[config.mk]
export PLATFORM = sky130hd
export DESIGN_NAME = updi_mem_reader
export DESIGN_NICKNAME = d
export VERILOG_FILES = /design/src/rtl/updi_pkg.sv /design/src/rtl/updi_tx_rx_handshake.sv /design/src/rtl/updi_mem_reader.sv
export SDC_FILE = /design/constraint.sdc
export NUM_CORES = 1
export LEC_CHECK = 0
export CAP_MARGIN = 10
export CORE_AREA = 2 2 134 136
export CTS_BUF_LIST = sky130_fd_sc_hd__clkbuf_4 sky130_fd_sc_hd__clkbuf_8
export DETAILED_ROUTE_END_ITERATION = 7
export DIE_AREA = 0 0 136 138
export GPL_ROUTABILITY_DRIVEN = 0
export PLACE_DENSITY = 0.67
export SLEW_MARGIN = 20
export SYNTH_ARGS = -nofsm -noshare
export SYNTH_HDL_FRONTEND = slang
export SYNTH_SLANG_ARGS = --single-unit
[constraint.sdc]
create_clock -name clk -period 7.35 [get_ports clk]
set_clock_uncertainty 0.1 [all_clocks]
set_input_delay 1.47 -clock clk [delete_from_list [all_inputs] [get_ports clk]]
set_output_delay 1.47 -clock clk [all_outputs]
set_load 0.05 [all_outputs]
[src/rtl/updi_pkg.sv]
// Shared UPDI types: instruction opcodes, pointer/size codes,
// memory-reader sequencer states and handshake helper phases.
package updi_pkg;

    typedef enum logic [3:0] {
        UPDI_LDS    = 4'd0,
        UPDI_STS    = 4'd1,
        UPDI_LD     = 4'd2,
        UPDI_ST     = 4'd3,
        UPDI_ST_PTR = 4'd4,
        UPDI_LDCS   = 4'd5,
        UPDI_STCS   = 4'd6,
        UPDI_REPEAT = 4'd7,
        UPDI_KEY    = 4'd8
    } updi_instruction;

    localparam logic [1:0] UPDI_PTR_ADDRESS = 2'b10;
    localparam logic [1:0] UPDI_PTR_INC     = 2'b01;
    localparam logic [1:0] UPDI_SIZE_BYTE   = 2'b00;
    localparam logic [1:0] UPDI_SIZE_WORD   = 2'b01;

    typedef enum logic [3:0] {
        MR_IDLE,
        MR_PTR_ISSUE,
        MR_PTR_WAIT,
        MR_REP_ISSUE,
        MR_REP_WAIT,
        MR_LD_ISSUE,
        MR_LD_WAIT,
        MR_RX_WAIT,
        MR_FINISH
    } mem_reader_state_t;

    typedef enum logic [1:0] {
        HS_IDLE,
        HS_PULSE,
        HS_GUARD,
        HS_ARMED
    } hs_phase_t;

endpackage

[src/rtl/updi_tx_rx_handshake.sv]
// Start-pulse / wait-for-ready helper: one-cycle start pulse,
// ignores ready while the far side reacts, then reports completion.
module updi_tx_rx_handshake
    import updi_pkg::*;
(
    input  logic clk,
    input  logic rst,
    input  logic req,
    input  logic ready,
    input  logic abort,
    output logic start,
    output logic fire,
    output logic complete
);

    hs_phase_t phase;

    assign fire     = req && ready && !abort && (phase == HS_IDLE);
    assign complete = (phase == HS_ARMED) && ready;

    // Pulse start on fire; skip the pulse cycle and the one after it
    // so a stale ready from before the start is not taken as completion.
    always_ff @(posedge clk or posedge rst) begin
        if (rst) begin
            phase <= HS_IDLE;
            start <= 1'b0;
        end else begin
            start <= fire;
            if (abort) begin
                phase <= HS_IDLE;
            end else begin
                unique case (phase)
                    HS_IDLE:  if (fire) phase <= HS_PULSE;
                    HS_PULSE: phase <= HS_GUARD;
                    HS_GUARD: phase <= HS_ARMED;
                    HS_ARMED: if (ready) phase <= HS_IDLE;
                    default:  phase <= HS_IDLE;
                endcase
            end
        end
    end

endmodule

[src/rtl/updi_mem_reader.sv]
// Sequencer turning "read N bytes at A" into ST_PTR, REPEAT, LD *(ptr++).
// Optional wait-state watchdog: define UPDI_MEM_READER_TIMEOUT_EN.
module updi_mem_reader
    import updi_pkg::*;
#(
    parameter int MAX_DATA_SIZE  = 16,
    parameter int DATA_ADDR_BITS = $clog2(MAX_DATA_SIZE),
    parameter int TIMEOUT_CYCLES = 65535
) (
    input  logic                            clk,
    input  logic                            rst,
    input  logic                            cmd_valid,
    output logic                            cmd_ready,
    input  logic [15:0]                     cmd_addr,
    input  logic [DATA_ADDR_BITS-1:0]       cmd_len,
    output logic                            done,
    output logic                            error,
    output logic                            instr_converter_en,
    output updi_instruction                 instruction,
    output logic [1:0]                      size_a,
    output logic [1:0]                      size_b,
    output logic [1:0]                      ptr,
    output logic [1:0]                      size_c,
    output logic [3:0]                      cs_addr,
    output logic                            sib,
    output logic [MAX_DATA_SIZE-1:0][7:0]   data,
    output logic [DATA_ADDR_BITS-1:0]       data_len,
    output logic [MAX_DATA_SIZE-1:0]        wait_ack_after,
    output logic                            tx_start,
    input  logic                            tx_ready,
    output logic [DATA_ADDR_BITS-1:0]       rx_n_bytes,
    output logic                            rx_start,
    input  logic                            rx_ready,
    input  logic                            rx_done,
    input  logic                            ack_error
);

    mem_reader_state_t         state;
    logic [DATA_ADDR_BITS-1:0] len_q;
    logic                      tx_fin;

    logic accept;
    logic tx_req;
    logic tx_fire;
    logic tx_complete;
    logic ptr_fail;
    logic abort;
    logic rx_fire;
    logic tmo_hit;

    assign cs_addr = 4'd0;
    assign sib     = 1'b0;
    assign size_c  = 2'b00;

    assign accept   = cmd_valid && cmd_ready && (state == MR_IDLE);
    assign tx_req   = state inside {MR_PTR_ISSUE, MR_REP_ISSUE, MR_LD_ISSUE};
    assign ptr_fail = (state == MR_PTR_WAIT) && ack_error;
    assign abort    = ptr_fail || tmo_hit;
    assign rx_fire  = (state == MR_LD_WAIT) && (tx_fin || tx_complete)
                      && rx_ready && !abort;

    updi_tx_rx_handshake u_tx_hs (
        .clk      (clk),
        .rst      (rst),
        .req      (tx_req),
        .ready    (tx_ready),
        .abort    (abort),
        .start    (tx_start),
        .fire     (tx_fire),
        .complete (tx_complete)
    );

`ifdef UPDI_MEM_READER_TIMEOUT_EN
    logic [15:0] tmo_cnt;
    logic        in_wait;

    assign in_wait = state inside {MR_PTR_WAIT, MR_REP_WAIT,
                                   MR_LD_WAIT, MR_RX_WAIT};
    assign tmo_hit = in_wait && (tmo_cnt == 16'(TIMEOUT_CYCLES - 1));

    // Watchdog: restart on every entry to a wait state, count while waiting.
    always_ff @(posedge clk or posedge rst) begin
        if (rst) begin
            tmo_cnt <= 16'd0;
        end else if (tx_fire || rx_fire) begin
            tmo_cnt <= 16'd0;
        end else if (in_wait) begin
            tmo_cnt <= tmo_cnt + 16'd1;
        end
    end
`else
    // No watchdog: wait states may wait forever; the limit is inert.
    assign tmo_hit = 1'b0 && (TIMEOUT_CYCLES > 0);
`endif

    // Main sequencer: registered outputs loaded on entry to each issue state.
    always_ff @(posedge clk or posedge rst) begin
        if (rst) begin
            state              <= MR_IDLE;
            len_q              <= '0;
            tx_fin             <= 1'b0;
            cmd_ready          <= 1'b0;
            done               <= 1'b0;
            error              <= 1'b0;
            instr_converter_en <= 1'b0;
            instruction        <= UPDI_LDS;
            size_a             <= 2'b00;
            size_b             <= 2'b00;
            ptr                <= 2'b00;
            data               <= '0;
            data_len           <= '0;
            wait_ack_after     <= '0;
            rx_n_bytes         <= '0;
            rx_start           <= 1'b0;
        end else begin
            done     <= 1'b0;
            rx_start <= rx_fire;
            unique case (state)
                MR_IDLE: begin
                    cmd_ready <= 1'b1;
                    if (accept) begin
                        cmd_ready <= 1'b0;
                        len_q     <= cmd_len;
                        error     <= 1'b0;
                        if (cmd_len == '0) begin
                            state <= MR_FINISH;
                            done  <= 1'b1;
                            error <= 1'b1;
                        end else begin
                            state              <= MR_PTR_ISSUE;
                            instr_converter_en <= 1'b1;
                            instruction        <= UPDI_ST_PTR;
                            ptr                <= UPDI_PTR_ADDRESS;
                            size_a             <= UPDI_SIZE_WORD;
                            size_b             <= 2'b00;
                            data               <= '0;
                            data[0]            <= cmd_addr[7:0];
                            data[1]            <= cmd_addr[15:8];
                            data_len           <= DATA_ADDR_BITS'(2);
                            wait_ack_after     <= MAX_DATA_SIZE'(2'b10);
                            rx_n_bytes         <= '0;
                        end
                    end
                end
                MR_PTR_ISSUE, MR_REP_ISSUE, MR_LD_ISSUE: begin
                    if (tx_fire) begin
                        unique case (state)
                            MR_PTR_ISSUE: state <= MR_PTR_WAIT;
                            MR_REP_ISSUE: state <= MR_REP_WAIT;
                            default:      state <= MR_LD_WAIT;
                        endcase
                    end
                end
                MR_PTR_WAIT: begin
                    if (abort) begin
                        state <= MR_FINISH;
                        done  <= 1'b1;
                        error <= 1'b1;
                    end else if (tx_complete && (len_q > DATA_ADDR_BITS'(1))) begin
                        state          <= MR_REP_ISSUE;
                        instruction    <= UPDI_REPEAT;
                        ptr            <= 2'b00;
                        size_a         <= 2'b00;
                        size_b         <= UPDI_SIZE_BYTE;
                        data           <= '0;
                        data[0]        <= 8'(len_q - DATA_ADDR_BITS'(1));
                        data_len       <= DATA_ADDR_BITS'(1);
                        wait_ack_after <= '0;
                    end else if (tx_complete) begin
                        state          <= MR_LD_ISSUE;
                        instruction    <= UPDI_LD;
                        ptr            <= UPDI_PTR_INC;
                        size_a         <= UPDI_SIZE_BYTE;
                        size_b         <= 2'b00;
                        data           <= '0;
                        data_len       <= '0;
                        wait_ack_after <= '0;
                        rx_n_bytes     <= len_q;
                    end
                end
                MR_REP_WAIT: begin
                    if (abort) begin
                        state <= MR_FINISH;
                        done  <= 1'b1;
                        error <= 1'b1;
                    end else if (tx_complete) begin
                        state          <= MR_LD_ISSUE;
                        instruction    <= UPDI_LD;
                        ptr            <= UPDI_PTR_INC;
                        size_a         <= UPDI_SIZE_BYTE;
                        size_b         <= 2'b00;
                        data           <= '0;
                        data_len       <= '0;
                        wait_ack_after <= '0;
                        rx_n_bytes     <= len_q;
                    end
                end
                MR_LD_WAIT: begin
                    if (abort) begin
                        state  <= MR_FINISH;
                        done   <= 1'b1;
                        error  <= 1'b1;
                        tx_fin <= 1'b0;
                    end else if (rx_fire) begin
                        state  <= MR_RX_WAIT;
                        tx_fin <= 1'b0;
                    end else if (tx_complete) begin
                        tx_fin <= 1'b1;
                    end
                end
                MR_RX_WAIT: begin
                    if (abort) begin
                        state <= MR_FINISH;
                        done  <= 1'b1;
                        error <= 1'b1;
                    end else if (rx_done) begin
                        state <= MR_FINISH;
                        done  <= 1'b1;
                        error <= 1'b0;
                    end
                end
                MR_FINISH: begin
                    state              <= MR_IDLE;
                    cmd_ready          <= 1'b1;
                    instr_converter_en <= 1'b0;
                    instruction        <= UPDI_LDS;
                    ptr                <= 2'b00;
                    size_a             <= 2'b00;
                    size_b             <= 2'b00;
                    data               <= '0;
                    data_len           <= '0;
                    wait_ack_after     <= '0;
                    rx_n_bytes         <= '0;
                end
                default: state <= MR_IDLE;
            endcase
        end
    end

endmodule

* Yosys cells after proc, flatten, opt, wreduce, memory -nomap -nowiden
Cells that the tools add are included.
** Operators by class
- Add/subtract/negate cells :: 1
- Equality and inequality tests :: 22
- Magnitude comparators :: 1
- Multiplexer cells :: 92
- Reduce and logical (&&, ||, !) cells :: 31
** Operators with widths (count)
- 128-bit 2-to-1 mux :: 6
- 128-bit case mux with 4 select lines :: 1
- 4-bit 2-to-1 mux :: 29
- 16-bit 2-to-1 mux :: 6
- 16-bit case mux with 4 select lines :: 1
- 4-bit case mux with 4 select lines :: 3
- 2-bit 2-to-1 mux :: 21
- 2-bit case mux with 4 select lines :: 4
- 4-bit case mux with 6 select lines :: 1
- 4-bit by 3-bit == test with 1-bit output (second input constant) :: 4
- 1-bit 2-to-1 mux :: 15
- 1-bit logical AND :: 11
- 2-bit != test (second input constant) :: 5
- 3-bit by 2-bit != test with 1-bit output (second input constant) :: 3
- 3-bit nonzero test :: 3
- 4-bit by 2-bit == test with 1-bit output (second input constant) :: 2
- 4-bit logical NOT :: 2
- 4-bit AND reduction :: 2
- 1-bit case mux with 3 select lines :: 2
- 3-bit case mux with 2 select lines :: 1
- 2-bit AND reduction :: 3
- 6-bit AND reduction :: 1
- 3-bit OR reduction :: 2
- 5-bit AND reduction :: 1
- other kinds (15) :: 18
** Storage, ports and cells
- Word-level logic and storage cells :: 180
- Output and inout bits :: 175
- Register bits :: 179
- Input port bits :: 27

* Longest topological paths before layout
Gate-level depths: netlist (run 1).
- Depth after elaboration :: 9
- Gate-level depth with buffers :: 7
- Depth with buffers taken out :: 6

* By module
From an unflattened synthesis (run 1), not the netlist that was laid out.
** Unflattened totals
- Cells, all modules :: 507
- Area, all modules :: 6643.9 µm²
** Modules (own cells, without submodules)
- updi_mem_reader :: seq. area each 4404.2 µm², cells each 486, times used 1, area an instance 6416.2 µm²
- updi_tx_rx_handshake :: seq. area each 75.1 µm², cells each 21, times used 1, area an instance 227.7 µm²

* Worst setup path before layout (run 1)
OpenSTA, ideal clock, no wires.
- Path kind :: input to register
- From :: input port cmd_len[0]
- To :: register data[10] in the netlist's numbering
- Data arrival time :: 2.823 ns
- Buffers on the path :: 2
- Library setup time :: 0.121 ns
- Stages :: 6
- Required time :: 7.129 ns
- Slack :: 4.306 ns
- Path through :: or4_4 -> o211a_1 -> and2_0 -> buf_2 -> buf_6 -> a22o_1
** Between the ends
- Longest elaborated chain between the ends :: 3
** RTL lines
- start, declared :: line updi_mem_reader.sv:15 : input logic [DATA_ADDR_BITS-1:0] cmd_len,
- 4-bit logical NOT :: line updi_mem_reader.sv:125 : if (cmd_len == '0) begin
- 2-bit != test (no line)
- 5-bit AND reduction (no line)
- end, declared :: line updi_mem_reader.sv:26 : output logic [MAX_DATA_SIZE-1:0][7:0] data,
Every way passes these cells.
A chain may end at the register's enable or synchronous reset.

* Final worst setup path (run 1)
- From :: input port cmd_len[0]
- To :: register data[50] in the netlist's numbering
Same word-level chain as after synthesis.

==> impl_results.md, run 1 <==
* Status: finished, final reports clean
* Reg-to-reg slack, setup at 4.31 ns
* Setup ws final at 3.33 ns
* DP HPWL at 10500 um
* GRT Total Usage at 0.173
* Mapped Area at 6840 um^2
* Setup violators final at 0
* IO Port Bufs at 194
* CTS tree: done
* Worst Path Arrival at 4.30 ns
* Area contributors post-synth: dfrtp_1, and3_1, a22o_1
* Crit start category: input pin
* Cell count after synthesis at 539
* Routed wire length at 16200 um
* Worst slew margin at 0.346
* Global-route wire length before repair at 25900 um
* Max frequency at 249 MHz
* Reg-to-reg critical path endpoint: data[50]
* CTS root buf: clkbuf_8
* Number of synthesized flops with an enable pin at 0
* Comb pwr share at 0.370
* Pre-CTS setup slack at 2.88 ns
* Most used DFF post-synth: dfrtp_1
* WHS at 0.385 ns
* First DRT Iteration DRCs at 298
* Final worst path period share at 0.547
* Die H at 138 um
* Boundary Pins at 202
* Die W at 136 um
* Pre-Repair DR Iteration Count at 4
* Slew @ Worst Pin at 0.976 ns
* Via/cell ratio at 5.12
* Setup Buffers After CTS at 0
* CP bufs+invs at 2
* Switching Share at 0.411
* WL/cell at 17.0 um
* Crit-path slowest cell: o211ai_4
* CTS Buf Count at 17
* Hold endpoint: size_a[0]
* Worst IR Drop VDD at 199 uV
* RSZ-0062 raised after global routing: false
* Post-CTS sizing at 0
* Worst path max stage delay at 0.78 ns
* Largest net degree at the start of global routing at 134
* Clock transition at path regs at 0.10 ns
* NetSw at 1.22 mW
* CP cell instances: clkdlybuf4s50_1 > or4_4 > o211ai_4 > buf_4 > and3_1
* Slew Viols, Final at 0
* CP Capture Type: flip-flop
* Fin Setup TNS at 0 ns
* LEAKAGE at 4.72 nW
* Share of layout cells above drive strength 1 at 0.0717
* Worst hold path depth at 1
* Max Cap Violations at 0
* H-tree level count at 4
* Row count at 49
* Seq/Total Area, Yosys at 0.655
* Post-synth top area share at 0.655
* Syn avg cell area at 12.7 um^2
* Clock Path Buffers at 2
* Hold Crit Start: size_a[0]
* Final hold vios at 0
* P&R area growth vs syn at 35.9%
* DR DRC count at 0
* Post-DRT Antenna Nets at 0
* Crit path max fanout at 89
* ANT cells at 0
* Die area at 18800 um^2
* Seq cells post-synth at 179
* Via count at 4884
* Critical R2R Launch: state[3]
* Post-synth cell types at 62
* Reg power frac at 0.410
* PD cells at 319 nW/um^2
* Core ar. at 17500 um^2
* Worst Reg-to-Reg Cells at 4
* GR Overflow Total at 0
* Final min period at 4.02 ns
* Clock Latency Late Sink at 0.45 ns
* Ys Warns at 0
* Hold Buf Count CTS at 0
* Worst path top cell family by delay: buffers and inverters
* Synth async-reset ratio at 1.00
* WS Path Type: input pin to flip-flop
* Hold/Removal Path Class: flip-flop to flip-flop
* WP data required at 7.63 ns
* Nets at 745
* Clk sink count at 179
* Synth area leader: dfrtp_1
* Vias in the first global route at 4740
* Initial antenna violation count at 0
* Internal power at 1.74 mW
* Power share of the clock group at 0.221
* Initial Util at 0.390
## kinds of logic after synthesis
group / after synthesis / synth area share
and+or+nand+nor: 194 / 0.173
DFF: 179 / 0.655
AOI/OAI and AO/OA: 82 / 0.0970
buffers and inverters: 65 / 0.0463
muxes: 9 / 0.0137
adders and majority gates: 6 / 0.0110
xor gates and xnor gates: 3 / 0.00384
other: 1 / 0.000548
## layout by cell type (no fill, tap or decap), types with 3 or more instances in the layout
master / netlist / final
a21o_1: 7 / 7
a21oi_1: 9 / 8
a221o_1: 3 / 3
a22o_1: 13 / 13
a31oi_1: 3 / 3
a32oi_1: 6 / 6
and2_1: 4 / 4
and3_1: 137 / 137
buf_4: 9 / 3
clkbuf_8: 0 / 19
clkdlybuf4s50_1: 0 / 194
clkinv_4: 0 / 4
conb_1: 1 / 7
dfrtp_1: 179 / 179
ha_1: 6 / 6
inv_1: 15 / 14
inv_6: 0 / 3
inv_8: 0 / 5
mux2_2: 3 / 3
mux2i_1: 6 / 6
nand2_1: 12 / 12
nor2_1: 11 / 11
nor2b_1: 3 / 3
nor3_1: 6 / 6
nor4_1: 3 / 3
o21ai_0: 8 / 8
o2bb2ai_1: 5 / 5
## state kept, by name, summed over array words and instances (netlist names), 2 cells and up
register        cells
len_q               4
size_b              2
rx_n_bytes          4
state               4
data              128
wait_ack_after     16
data_len            4
size_a              2
u_tx_hs.phase       2
instruction         4
ptr                 2
## cell type report
class / instances / area, um^2
Clock buffer: 19 / 262
Sequential cell: 179 / 4480
Inverter: 15 / 61.3
Clock inverter: 13 / 133
Timing Repair Buffer: 198 / 1990
Fill cell: 1528 / 8240
Tap cell: 229 / 287
Multi-Input combinational cell: 301 / 2080
## per-stage QoR
step / instances / power (mW) / utilization / area (um^2)
global route: 954 / 3.13 / 0.530 / 9290
CTS: 953 / 2.98 / 0.528 / 9270
floorplan: 545 / 2.02 / - / 6860
detailed placement: 921 / 2.32 / 0.506 / 8870
global placement: 921 / 2.29 / 0.506 / 8870
finish: 954 / 2.96 / 0.530 / 9290
## layer usage
layer | vias to the layer above | part of all wire | global-route usage
met5 | - | 0 | 0
met4 | 0 | 0.013 | 0.0499
met3 | 18 | 0.060 | 0.0455
met2 | 182 | 0.46 | 0.248
met1 | 2430 | 0.47 | 0.259
li1 | 2254 | - | -
## synth_stat cells (all sizes together) (3+ instances only)
cell / number
buf: 21
inv: 15
a22o: 13
and3: 137
clkbuf: 29
o21ai: 9
a32oi: 6
o211ai: 3
a31oi: 3
nor4: 4
nor3: 6
mux2i: 6
nor2: 12
nand2: 12
o2bb2ai: 5
a211oi: 3
and2: 6
a21oi: 9
a221o: 3
dfrtp: 179
nor2b: 3
mux2: 3
ha: 6
a21o: 7
## how the worst max path moves through the flow
stage / from / to / slack [ns] / depth (start not counted)
after floorplan: rst / cmd_ready / 0.92 / 1
after global placement: cmd_len[0] / data[103] / 3.01 / 5
after detailed placement: cmd_len[0] / data[22] / 2.88 / 5
after CTS: cmd_len[0] / data[70] / 3.38 / 5
after global routing: cmd_len[0] / data[88] / 3.12 / 5
final: cmd_len[0] / data[50] / 3.33 / 5
## power groups by stage
stage,Sequential [mW],Combinational (mW),Clock [mW]
6_report,1.21,1.09,0.654
3_5_place_dp,1.23,1.09,0
2_1_floorplan,1.44,0.579,0
3_3_place_gp,1.22,1.07,0
5_1_grt,1.23,1.18,0.724
4_1_cts,1.21,1.09,0.680
Note: power is estimated with default switching activity, not from simulation.
==> inputs of run 2 (changes only) <==
clock period = 3.75 ns   (was 7.35 ns; I/O delays follow)
==> impl_results.md, run 2 (synthesis results as in run 1) <==
* CP Capture Type: flip-flop
* Status: finished, final reports clean
* WP data required at 4.03 ns (-3.60 ns)
* Slew @ Worst Pin at 0.882 ns (-0.0937 ns)
* GRT Total Usage at 0.182 (+0.00927)
* Reg area at 4480 um^2 (unchanged)
* Worst slew margin at 0.404 (+0.0576)
* Nets at 750 (+0.67%)
* Max Cap Violations at 0 (unchanged)
* Design area at 9340 um^2 (+0.51%)
* Final hold vios at 0 (unchanged)
* Setup violators final at 0 (unchanged)
* Die area at 18800 um^2 (unchanged)
* CTS root buf: clkbuf_8
* DP HPWL at 11200 um (+6.9%)
* Leading cell type in the layout, fill and taps excluded: clkdlybuf4s50_1
* Setup ws final at 0.959 ns (-2.37 ns)
* Crit start category: flip-flop
* Final min period at 2.79 ns
* Initial Util at 0.390 (unchanged)
* Max frequency at 358 MHz
* Core ar. at 17500 um^2 (unchanged)
* Pre-CTS setup slack at 0.615 ns (-2.27 ns)
* Via count at 4919 (+0.72%)
* Non-Filler Instances at 959 (+0.52%)
* Share of layout cells above drive strength 1 at 0.0781 (+0.00636)
* Slew Viols, Final at 0 (unchanged)
* Clock Path Buffers at 2 (unchanged)
* WS Path Type: flip-flop to flip-flop
* GRT busiest layer: met2
* Pre-Repair DR Iteration Count at 4 (unchanged)
* Boundary Pins at 202 (unchanged)
* Met1 usage at 0.250 (-0.00896)
* Worst IR Drop VDD at 415 uV (+110%)
* Clock Latency Late Sink at 0.45 ns (about the same)
* Hold/Removal Path Class: flip-flop to flip-flop
* Final worst path period share at 0.744
* First DRT Iteration DRCs at 248 (-17%)
* GR Overflow Total at 0 (unchanged)
* Worst Path Arrival at 3.07 ns (-1.23 ns)
* Top flop regs: data: 128 flops, wait_ack_after: 16 flops
* IO Port Bufs at 194 (unchanged)
* Clock transition at path regs at 0.10 ns (about the same)
* Die H at 138 um (unchanged)
* Clk sink count at 179 (unchanged)
* Met3 usage at 0.0535 (+0.00807)
* Area of the multi-input gates at 2080 um^2 (unchanged)
* PD cells at 627 nW/um^2 (+97%)
* Placed Cells at 927 (+0.65%)
* Hold Buf Count CTS at 0 (unchanged)
* Die W at 136 um (unchanged)
* CTS Buf Count at 17 (unchanged)
* Crit path max fanout at 23 (-74%)
* Most frequent cells in the layout: clkdlybuf4s50_1, dfrtp_1, and3_1
* DR DRC count at 0 (unchanged)
* Fin Setup TNS at 0 ns (unchanged)
* H-tree level count at 4 (unchanged)
* Largest register FFs at 128 (unchanged)
* Finished Core Util at 0.533 (+0.00271)
* Row count at 49 (unchanged)
* Largest net degree at the start of global routing at 136 (+1.5%)
* Vias in the first global route at 4957 (+4.6%)
* Placement Cell Area at 8950 um^2 (+0.92%)
* RSZ-0062 raised after global routing: false
* Routed wire length at 16600 um (+2.7%)
* Global-route wire length before repair at 27100 um (+4.5%)
* Post-DRT Antenna Nets at 0 (unchanged)
* Post-CTS sizing at 0 (unchanged)
* ANT cells at 0 (unchanged)
* LEAKAGE at 4.74 nW (+0.46%)
* CTS tree: done
* Filler cell count in the final layout at 1489 (-2.6%)
* Most flop-heavy register: data
* Setup Buffers After CTS at 0 (unchanged)
* P&R area growth vs syn at 36.6%
* WL/cell at 17.3 um (+2.2%)
* Via/cell ratio at 5.13 (+0.19%)
* Routing usage on met2 at 0.275 (+0.0270)
* Initial antenna violation count at 0 (unchanged)
-- run 2: critical path, cell delays in order (launching register included) --
cell and delay [ns]:
dfrtp_1 0.80, and2b_1 0.27, o311ai_2 0.63, and2_0 0.67, a22o_1 0.24
-- run 2: layout make-up --
| class | instances | area share |
|---|---|---|
| Sequential cell | 179 | 0.480 |
| Multi-Input combinational cell | 301 | 0.223 |
| Timing Repair Buffer | 203 | 0.219 |
| Tap cell | 229 | 0.0307 |
| Clock buffer | 20 | 0.0288 |
| Clock inverter | 12 | 0.0127 |
| Inverter | 15 | 0.00643 |
-- run 2: worst paths after layout --
check | start | endpoint | slack [ns] | cells past startpoint
max | state[2] | data[13] | 0.96 | 4
min reg2reg | data_len[1] | data_len[1] | 0.39 | 1
min | data_len[1] | data_len[1] | 0.39 | 1
max in group asynchronous | rst | instruction[1] | 2.08 | 3
min in group asynchronous | rst | data[75] | 0.69 | 2
max reg2reg | state[2] | data[13] | 0.96 | 4
-- run 2: layer usage --
layer / vias up / part of all wire / routed length [um]
met5: - / 0 / 0
met4: 0 / 0.019 / 308
met3: 24 / 0.069 / 1150
met2: 170 / 0.46 / 7700
met1: 2455 / 0.45 / 7470
li1: 2270 / - / -
-- run 2: power breakdown --
part	internal, mW	switching, mW	total, mW	leakage (nW)
Combinational	0.769	1.44	2.21	2.10
Sequential	2.14	0.214	2.35	2.45
Clock	0.582	0.707	1.29	0.196
Total	3.49	2.37	5.86	4.74
-- run 2: metrics by stage --
| stage | power [mW] | hold slack, ns |
|---|---|---|
| after detailed placement | 4.60 | 0.375 |
| after global placement | 4.53 | 0.363 |
| final | 5.86 | 0.389 |
| after CTS | 5.91 | 0.395 |
| after floorplan | 3.95 | 0.392 |
| after global routing | 6.19 | 0.414 |
==> inputs of run 3 (changes only) <==
PLACE_DENSITY = 0.69   (was 0.67)
clock period = 2.39 ns   (was 3.75 ns; I/O delays follow)
==> impl_results.md, run 3 (synthesis results as in run 1) <==
* Setup violators final at 0 (unchanged)
* Initial Util at 0.390 (unchanged)
* Crit path max fanout at 2 (-91%)
* Worst IR Drop VDD at 669 uV (+61%)
* Worst Reg-to-Reg Cells at 4 (unchanged)
* ANT cells at 0 (unchanged)
* Worst Path Arrival at 1.68 ns (-1.39 ns)
* Setup Buffers After CTS at 0 (unchanged)
* Most frequent cells in the layout: clkdlybuf4s50_1, dfrtp_1, and3_1
* Final hold vios at 0 (unchanged)
* Die W at 136 um (unchanged)
* Setup ws final at 0.128 ns (-0.831 ns)
* Boundary Pins at 202 (unchanged)
* H-tree level count at 4 (unchanged)
* Slew @ Worst Pin at 0.594 ns (-0.288 ns)
* CTS Buf Count at 17 (unchanged)
* Worst path max stage delay at 0.87 ns (+0.07 ns)
* PD cells at 997 nW/um^2 (+59%)
* DP HPWL at 11800 um (+4.6%)
* IO Port Bufs at 194 (unchanged)
* WP data required at 1.81 ns (-2.22 ns)
* Post-DRT Antenna Nets at 0 (unchanged)
* Max Cap Violations at 0 (unchanged)
* Slew Viols, Final at 0 (unchanged)
* Initial antenna violation count at 0 (unchanged)
* Total design power at 9.63 mW (+65%)
* Filler cell count in the final layout at 1466 (-1.5%)
* GR Overflow Total at 0 (unchanged)
* Pre-CTS setup slack at -0.211 ns (-0.826 ns)
* Final worst path period share at 0.946
* First DRT Iteration DRCs at 271 (+9.3%)
* Clock Latency Late Sink at 0.44 ns (about the same)
* Final min period at 2.26 ns
* Row count at 49 (unchanged)
* Via/cell ratio at 5.15 (+0.41%)
* Nets at 784 (+4.5%)
* Clock Path Buffers at 2 (unchanged)
* Leading cell type in the layout, fill and taps excluded: clkdlybuf4s50_1
* Worst slew margin at 0.597 (+0.194)
* Most flop-heavy register: data
* Routed wire length at 16800 um (+1.2%)
* DR DRC count at 0 (unchanged)
* Worst path top cell family by delay: buffers and inverters
* Die area at 18800 um^2 (unchanged)
* Max frequency at 442 MHz
* Finished Core Util at 0.551 (+0.0185)
* Hold/Removal Path Class: input pin to asynchronous set/reset pin
* Global-route wire length before repair at 27200 um (+0.38%)
* Core ar. at 17500 um^2 (unchanged)
* RSZ-0062 raised after global routing: false
* Top flop regs: data: 128 flops, wait_ack_after: 16 flops
* Area of the multi-input gates at 2080 um^2 (+0.18%)
* Reg-to-reg critical path endpoint: data[2]
* Die H at 138 um (unchanged)
* Share of layout cells above drive strength 1 at 0.119 (+0.0412)
* Hold Buf Count CTS at 0 (unchanged)
* GRT Total Usage at 0.181 (-0.00113)
* Largest register FFs at 128 (unchanged)
* Fin Setup TNS at 0 ns (unchanged)
* WL/cell at 17.0 um (-2.2%)
* Status: finished, final reports clean
* Crit start category: flip-flop
* CP cell instances: clkdlybuf4s50_1
* LEAKAGE at 4.94 nW (+4.2%)
* Critical R2R Launch: state[0]
* WS Path Type: flip-flop to output pin
* Vias in the first global route at 5119 (+3.3%)
* Post-CTS sizing at 0 (unchanged)
* Clk sink count at 179 (unchanged)
* Via count at 5109 (+3.9%)
* CP Capture Type: output pin
* Pre-Repair DR Iteration Count at 5 (+1)
* CTS root buf: clkbuf_8
* Largest net degree at the start of global routing at 134 (-1.5%)
* CTS tree: done
* P&R area growth vs syn at 41.3%
* Reg area at 4480 um^2 (unchanged)
* Reg-to-reg slack, setup at 0.19 ns (-0.77 ns)
* Clock transition at path regs at 0.09 ns (about the same)
* Crit-path slowest cell: clkdlybuf4s50_1
* CP bufs+invs at 1 (+1)
run 3: cell count changes in the layout (fill, tap and decap cells not counted), sizes merged:
cell / delta
buf: +34
bufinv: +2
clkbuf: -2
clkinv: +2
clkinvlp: -1
inv: -2
run 3: worst max-delay path by stage:
stage | startpoint | endpoint | slack, ns | cells after the start
2_1_floorplan | rst | cmd_ready | -0.48 | 1
3_3_place_gp | cmd_len[0] | data[2] | -0.16 | 6
3_5_place_dp | cmd_len[0] | data[8] | -0.21 | 6
4_1_cts | instr_converter_en | instr_converter_en | 0.08 | 1
5_1_grt | cmd_ready | cmd_ready | 0.04 | 1
6_report | instr_converter_en | instr_converter_en | 0.13 | 1
run 3: report_power, final:
part           internal (mW)  switching, mW
Combinational           1.44           2.36
Sequential              3.36          0.327
Clock                   1.06           1.09
Total                   5.86           3.78
run 3: per-layer routing:
| layer | share of wire | up-vias | global-route usage | wire length [um] |
|---|---|---|---|---|
| li1 | - | 2338 | - | - |
| met1 | 0.45 | 2558 | 0.252 | 7630 |
| met2 | 0.47 | 189 | 0.282 | 7970 |
| met3 | 0.058 | 24 | 0.0411 | 974 |
| met4 | 0.015 | 0 | 0.0592 | 249 |
| met5 | 0 | - | 0 | 0 |
run 3: final cells by class:
cell class | count | share of cell area
Timing Repair Buffer | 237 | 0.242
Clock inverter | 13 | 0.0180
Sequential cell | 179 | 0.463
Multi-Input combinational cell | 301 | 0.216
Clock buffer | 18 | 0.0250
Inverter | 15 | 0.00621
Tap cell | 229 | 0.0296
run 3: metrics by stage:
| step | std cells | instance area [um^2] | hold WS [ns] |
|---|---|---|---|
| final | 992 | 9670 | 0.311 |
| after global placement | 961 | 9250 | 0.368 |
| after CTS | 992 | 9660 | 0.298 |
| after detailed placement | 961 | 9250 | 0.377 |
| after global routing | 992 | 9670 | 0.305 |
| after floorplan | 545 | 6870 | 0.392 |
